### config.mk
export PLATFORM = sky130hd
export DESIGN_NAME = mem_bus_arbiter
export DESIGN_NICKNAME = d
export VERILOG_FILES = /design/src/rtl/mem_bus_arbiter.sv
export SDC_FILE = /design/constraint.sdc
export NUM_CORES = 1
export LEC_CHECK = 0
export CAP_MARGIN = 10
export CORE_MARGIN = 10
export CORE_UTILIZATION = 37
export CTS_CLUSTER_DIAMETER = 30
export CTS_CLUSTER_SIZE = 25
export DETAILED_ROUTE_END_ITERATION = 8
export PLACE_DENSITY = 0.73
export SYNTH_ARGS = -nofsm -noshare
export SYNTH_HDL_FRONTEND = slang
export SYNTH_SLANG_ARGS = --single-unit
### constraint.sdc
create_clock -name clk -period 1.65 [get_ports clk]
set_clock_uncertainty 0.1 [all_clocks]
set_input_delay 0.33 -clock clk [delete_from_list [all_inputs] [get_ports clk]]
set_output_delay 0.33 -clock clk [all_outputs]
set_load 0.02 [all_outputs]
### src/rtl/mem_bus_arbiter.sv
// Arbitrates one cyc/stb/ack memory bus between instruction fetch and the MEM-stage data port.
// Data requests win. A bus-busy counter aborts transactions that a slave never acknowledges.
module mem_bus_arbiter #(
    parameter int unsigned TIMEOUT = 15
) (
    input  logic        clk,
    input  logic        rst,
    input  logic        flush_i,
    input  logic        if_req_i,
    input  logic [31:0] if_addr_i,
    output logic [31:0] if_rdata_o,
    output logic        if_ack_o,
    output logic        stallreq_if_o,
    input  logic        d_req_i,
    input  logic        d_we_i,
    input  logic [31:0] d_addr_i,
    input  logic [31:0] d_wdata_i,
    input  logic [3:0]  d_sel_i,
    output logic [31:0] d_rdata_o,
    output logic        d_ack_o,
    output logic        stallreq_mem_o,
    output logic        bus_cyc_o,
    output logic        bus_stb_o,
    output logic        bus_we_o,
    output logic [31:0] bus_addr_o,
    output logic [31:0] bus_wdata_o,
    output logic [3:0]  bus_sel_o,
    input  logic [31:0] bus_rdata_i,
    input  logic        bus_ack_i,
    output logic        bus_err_o
);

    typedef enum logic [1:0] {StIdle, StIbus, StDbus, StDone} state_e;

    state_e      state_q;
    logic [7:0]  cnt_q;
    logic        discard_q;
    logic        bus_cyc_q, bus_stb_q, bus_we_q;
    logic [31:0] bus_addr_q, bus_wdata_q;
    logic [3:0]  bus_sel_q;
    logic [31:0] if_rdata_q, d_rdata_q;
    logic        if_ack_q, d_ack_q, bus_err_q;
    logic        timeout;

    assign timeout = (cnt_q == 8'(TIMEOUT - 1));

    always_ff @(posedge clk) begin
        if (rst) begin
            state_q     <= StIdle;
            cnt_q       <= '0;
            discard_q   <= 1'b0;
            bus_cyc_q   <= 1'b0;
            bus_stb_q   <= 1'b0;
            bus_we_q    <= 1'b0;
            bus_addr_q  <= '0;
            bus_wdata_q <= '0;
            bus_sel_q   <= '0;
            if_rdata_q  <= '0;
            d_rdata_q   <= '0;
            if_ack_q    <= 1'b0;
            d_ack_q     <= 1'b0;
            bus_err_q   <= 1'b0;
        end else begin
            if_ack_q  <= 1'b0;
            d_ack_q   <= 1'b0;
            bus_err_q <= 1'b0;
            unique case (state_q)
                StIdle: begin
                    if (d_req_i) begin
                        state_q     <= StDbus;
                        bus_cyc_q   <= 1'b1;
                        bus_stb_q   <= 1'b1;
                        bus_we_q    <= d_we_i;
                        bus_addr_q  <= d_addr_i;
                        bus_wdata_q <= d_wdata_i;
                        bus_sel_q   <= d_sel_i;
                    end else if (if_req_i) begin
                        state_q    <= StIbus;
                        bus_cyc_q  <= 1'b1;
                        bus_stb_q  <= 1'b1;
                        bus_we_q   <= 1'b0;
                        bus_addr_q <= if_addr_i;
                        bus_sel_q  <= 4'hF;
                    end
                end
                StIbus, StDbus: begin
                    if (state_q == StIbus && flush_i) discard_q <= 1'b1;
                    if (!bus_ack_i) cnt_q <= cnt_q + 8'd1;
                    if (bus_ack_i || timeout) begin
                        state_q   <= StDone;
                        bus_cyc_q <= 1'b0;
                        bus_stb_q <= 1'b0;
                        bus_err_q <= !bus_ack_i;
                        if (state_q == StDbus) begin
                            d_ack_q   <= 1'b1;
                            d_rdata_q <= bus_ack_i ? bus_rdata_i : '0;
                        end else begin
                            // A flush in this very cycle must also suppress the ack.
                            if_ack_q   <= !(discard_q || flush_i);
                            if_rdata_q <= bus_ack_i ? bus_rdata_i : '0;
                        end
                    end
                end
                StDone: begin
                    state_q   <= StIdle;
                    cnt_q     <= '0;
                    discard_q <= 1'b0;
                end
                default: state_q <= StIdle;
            endcase
        end
    end

    assign bus_cyc_o      = bus_cyc_q;
    assign bus_stb_o      = bus_stb_q;
    assign bus_we_o       = bus_we_q;
    assign bus_addr_o     = bus_addr_q;
    assign bus_wdata_o    = bus_wdata_q;
    assign bus_sel_o      = bus_sel_q;
    assign bus_err_o      = bus_err_q;
    assign if_rdata_o     = if_rdata_q;
    assign d_rdata_o      = d_rdata_q;
    assign if_ack_o       = if_ack_q;
    assign d_ack_o        = d_ack_q;
    assign stallreq_mem_o = d_req_i & ~d_ack_q;
    assign stallreq_if_o  = if_req_i & ~if_ack_q;

endmodule

Word-level counts from Yosys, hierarchy flattened
Index checks and enable logic that the tools add are counted.
W data, S select, Z words.
{ "totals": {"wordCells": 69, "reg_bits": 148} }
{ "classes": {"bitwise_logic": 7, "addsub": 1, "muxes": 20, "reduce_logical": 20, "n_eq_ne": 8} }
{ "op_table": {"columns": ["op", "n"], "rows": [
  ["$mux W32", 3],
  ["$pmux W8 S2", 1],
  ["$reduce_and A2 Y1", 5],
  ["$reduce_and A3 Y1", 3],
  ["$add A8 B1 Y8 const B", 1],
  ["$eq A8 B4 Y1 const B", 1],
  ["$mux W4", 2],
  ["$mux W8", 1],
  ["$mux W1", 7],
  ["$mux W2", 3],
  ["$ne A2 B2 Y1 const B", 3],
  ["$pmux W2 S3", 1],
  ["$reduce_bool A2 Y1", 3],
  ["$not A1 Y1", 5],
  ["$eq A2 B2 Y1 const B", 2],
  ["$pmux W1 S2", 2],
  ["$reduce_or A4 Y1", 1],
  ["$ne A3 B3 Y1 const B", 1],
  ["$reduce_or A3 Y1", 1],
  ["$and A1 B1 Y1", 2],
  ["$eq A2 B1 Y1 const B", 1],
  ["$logic_not A1 Y1", 2],
  ["$logic_not A2 Y1", 1],
  ["$logic_or A1 B1 Y1", 2],
  ["other kinds (2)", 2]
]} }

Longest topological paths before layout
{ "logic_depth": {"depth_word": 4, "mapped_depth": 8} }

Worst setup path before layout
No wires, ideal clock.
{ "synth_path": {"path_kind": "flip-flop to flip-flop", "from": "reg state_q[0]", "to": "reg cnt_q[5]", "period_less_slack_ns": 1.780, "path_stages_with_launch": 8, "arrival_ns": 1.563, "path_buffers": 1, "path_slack_ns": -0.130, "cell_sequence": "dfxtp_1 > inv_1 > ha_1 > buf_4 > and2_4 > nor4b_1 > xnor2_1 > nor2_1"} }
{ "synth_between": {"elab_chain_cells": 4, "word_cells_on_any_way": 8, "classes_between": "eq/ne (4); mux (1); reduce/logical (3)"} }
{ "synth_lines": {"columns": ["item", "line", "source"], "rows": [
  ["from (decl)", "35", "state_e state_q;"],
  ["from (signal assigned)", "49", "state_q <= StIdle;"],
  ["from (signal assigned)", "70", "state_q <= StDbus;"],
  ["from (signal assigned)", "78", "state_q <= StIbus;"],
  ["$eq A2 B1 Y1 / $eq A2 B2 Y1 (equally long branches)", "67", "unique case (state_q)"],
  ["$reduce_or A2 Y1", "67", null],
  ["$ne A2 B2 Y1 (no source line) / $reduce_bool A2 Y1 (equally long branches)", null, null],
  ["$reduce_and A2 Y1 (no source line)", null, null],
  ["to (signal assigned)", "88", "if (!bus_ack_i) cnt_q <= cnt_q + 8'd1;"],
  ["to (decl)", "36", "logic [7:0] cnt_q;"]
]} }
Parallel ways exist; a longest one is shown, timed or not.
A chain may end at the register's enable or synchronous reset.

Final worst setup path
{ "layout_path": {"from": "reg cnt_q[6]", "to": "reg if_rdata_q[0] (netlist: if_rdata_o[0])"} }
{ "layout_between": {"elab_chain_cells": 3} }
{ "layout_lines": {"columns": ["item", "line", "source"], "rows": [
  ["$eq A8 B4 Y1", "45", "assign timeout = (cnt_q == 8'(TIMEOUT - 1));"],
  ["$logic_or A1 B1 Y1", "89", "if (bus_ack_i || timeout) begin"],
  ["$reduce_and A3 Y1 (no source line)", null, null],
  ["to (signal assigned)", "100", "if_rdata_q <= bus_ack_i ? bus_rdata_i : '0;"],
  ["to (decl)", "41", "logic [31:0] if_rdata_q, d_rdata_q;"]
]} }
No other way between the ends.

==> qor.txt <==
Leakage: 4.263 nW
H-Tree Level Count: 4
Die Span X: 146.8 um
max capacitance violation total: 0
measured slew at the worst slew-check pin: 330.1 ps
count of final setup violators: 8
Synth area leader: dfxtp_1
Arr. time, crit path: 1900 ps
clock sink count: 148
status: complete, but fails checks
Seq/Total Area, Yosys: 0.4977
Starting Density: 0.3761
CTS Buf Count: 17
share of the synthesized area in the top cell type: 0.4977
first drt pass iteration count: 5
root buffer cell: clkbuf_16
Post-Syn Instances: 695
HP Class: in -> reg
final hold violations: 0
Pins Over Slew Limit: 0
area grow syn2layout: 69.53%
Comb pwr share: 0.455
Int Pwr: 9.559 mW
setup ws final: -49.54 ps
first-pass GRT wire length: 33350 um
Post-synth EDFFs: 0
Yosys cell types: 38
flops & latches, synth: 148
IO Port Bufs: 278
cell row count: 46
Via density: 5.207
post-DP HPWL: 15910 um
Worst Setup Path Type: reg -> reg
final antenna-violating net count: 0
worst skew pair latency: 420 ps
diode count: 0
Max FO, Critical Path: 6
largest net degree at the start of global routing: 57
Top FF cell, synth: dfxtp_1
core area: 0.01583 mm2
routed vias: 6275
Sw Ratio: 0.3965
Worst EP required: 1850 ps
syn_area_per_cell: 8.566 um2
fin nets: 1122
CTS Hold Buffers Added: 0
number of global-route vias before repair: 5960
Synth area leaders: dfxtp_1, a21oi_1, nand3_1
CP peak stage delay: 350 ps
VDD IR max: 0.0009335 V
chip height: 146.8 um
Netlist Area Pre-Place: 0.005953 mm2
layout cells sized above 1: 0.1577
RSZ-0062 raised after global routing: true
DRT Wirelength: 23720 um
die area: 0.02156 mm2
syn nets: 841
initial antenna violation count: 0
NetSw: 6.280 mW
post-route setup TNS: -129.1 ps
fin crit period: 1700 ps
gr usage total: 0.1922
total global routing overflow: 0
Sequential Power Share: 0.297
Slowest-stage cell, CP: dfxtp_4
WL/cell: 19.68 um
Clock Power Share: 0.248
# DRC: 0
worst hold slack: 108.7 ps
crit path launch type: flop
Post-Place Cell Area: 0.009143 mm2
CTS tree: yes
routability cong.: 0.8031
Max Root-Sink Buffers: 2
# IOs: 279
f_max: 588.4 MHz
Detailed Route Iter0 Violations: 270
Synth warnings: 0
power per cell area: 1569 mW/mm2
headroom to the max-slew limit: 0.7799
Reg clk slew, reported paths: 70 ps
Crit. End Element: flop
Final Util: 0.6376
post-route cell area: 0.01009 mm2
async set-reset flop share out of synthesis: 0
failing checks: setup timing
fin crit share: 1.030
CP Cell Sequence: nor4_4 -> buf_4 -> a31oi_4 -> buf_12 -> clkbuf_16 -> o21ai_2 -> a21oi_1
[per-stage QoR]
stage / setup slack, ps / cells / total power [mW]
floorplan: -14.19 / 695 / 8.422
global placement: -328.2 / 1157 / 11.40
detailed placement: -349.1 / 1157 / 11.49
CTS: -0.3121 / 1189 / 14.96
global route: -114.8 / 1205 / 16.70
finish: -49.54 / 1205 / 15.84
[worst max-delay path: cells and delay by family (launching register included)]
| family | cells | cell delay (ps) |
|---|---|---|
| AND/OR/NAND/NOR | 1 | 250 |
| AO/OA/AOI/OAI | 3 | 340 |
| buffers and inverters | 3 | 530 |
| flip-flops | 1 | 350 |
[worst paths after layout]
kind                   startpoint  cells past startpoint               to  slack, ps
setup / recovery         cnt_q[6]                      7    if_rdata_o[0]        -50
hold / removal                rst                      2       state_q[0]        110
setup reg to reg         cnt_q[6]                      7    if_rdata_o[0]        -50
hold reg to reg   bus_wdata_o[19]                      2  bus_wdata_o[19]        350
[cells in the final DEF (no fill, tap or decap), drive strengths merged, types with 7 or more instances in the layout]
master | netlist | final
dfxtp | 148 | 148
dlygate4sd2 | 0 | 137
clkdlybuf4s50 | 0 | 135
a21oi | 103 | 103
o21ai | 70 | 70
nand2 | 69 | 69
nand3 | 68 | 68
nor2 | 51 | 51
buf | 30 | 45
a211oi | 34 | 34
mux2i | 32 | 32
clkbuf | 35 | 27
nor3 | 10 | 10
inv | 6 | 9
ha | 7 | 7
[cells by family (layout without fill, tap and decap cells)]
kind of cell	after synthesis	in the layout	synth area share
mux	32	32	0.05380
compound gates	213	214	0.1999
xor+xnor	5	5	0.007356
simple gates	219	219	0.1690
buf+inv	71	364	0.05759
fa+ha+maj	7	7	0.01471
flops	148	148	0.4977
[sequential cells by signal, summed over array words and instances, names as in the netlist]
name         count
bus_sel_o        4
bus_we_o         1
if_ack_o         1
bus_err_o        1
discard_q        1
d_rdata_o       32
d_ack_o          1
if_rdata_o      32
cnt_q            8
bus_wdata_o     32
bus_stb_o        1
state_q          2
bus_addr_o      32
[per-layer routing]
layer,vias to the layer above,part of all wire,global-route usage
met5,-,0,0
li1,3020,-,-
met2,302,0.47,0.3089
met4,0,0.018,0.05656
met3,31,0.12,0.09644
met1,2922,0.39,0.2198
[cells in the mapped netlist, drive strengths merged, types with 2 or more instances]
library cell and count:
a211oi 34, nor4b 3, mux2i 32, nand4 3, dfxtp 148, nand3 68, o21ai 70, inv 6
ha 7, a21o 2, xnor2 4, nor4 2, clkbuf 35, buf 30, a21oi 103, nand2b 3
and2 5, nor3 10, a221oi 2, nor2 51, nand2 69
[final cells by class]
| cell class | count | area [um2] |
|---|---|---|
| Inverter | 6 | 27.53 |
| Sequential cell | 148 | 2969 |
| Clock inverter | 13 | 147.6 |
| Multi-Input combinational cell | 477 | 2954 |
| Tap cell | 216 | 270.3 |
| Fill cell | 1364 | 5736 |
| Timing Repair Buffer | 326 | 3271 |
| Clock buffer | 19 | 452.9 |
[repair_timing]
action / CTS / global route
pin swaps: 0 / 44
endpoints found under the hold margin: 0 / 0
gates resized for setup: 145 / 116
setup buffers: 0 / 5
gates cloned: 0 / 11
setup endpoints to repair: 172 / 66
[power groups by stage]
stage | Sequential, mW | Combinational (mW) | Clock [mW]
finish | 4.70 | 7.20 | 3.93
global route | 4.80 | 7.75 | 4.15
CTS | 4.66 | 6.31 | 3.99
detailed placement | 4.76 | 6.74 | 0
global placement | 4.73 | 6.67 | 0
floorplan | 5.60 | 2.83 | 0
Power figures use the tool's default switching activity.
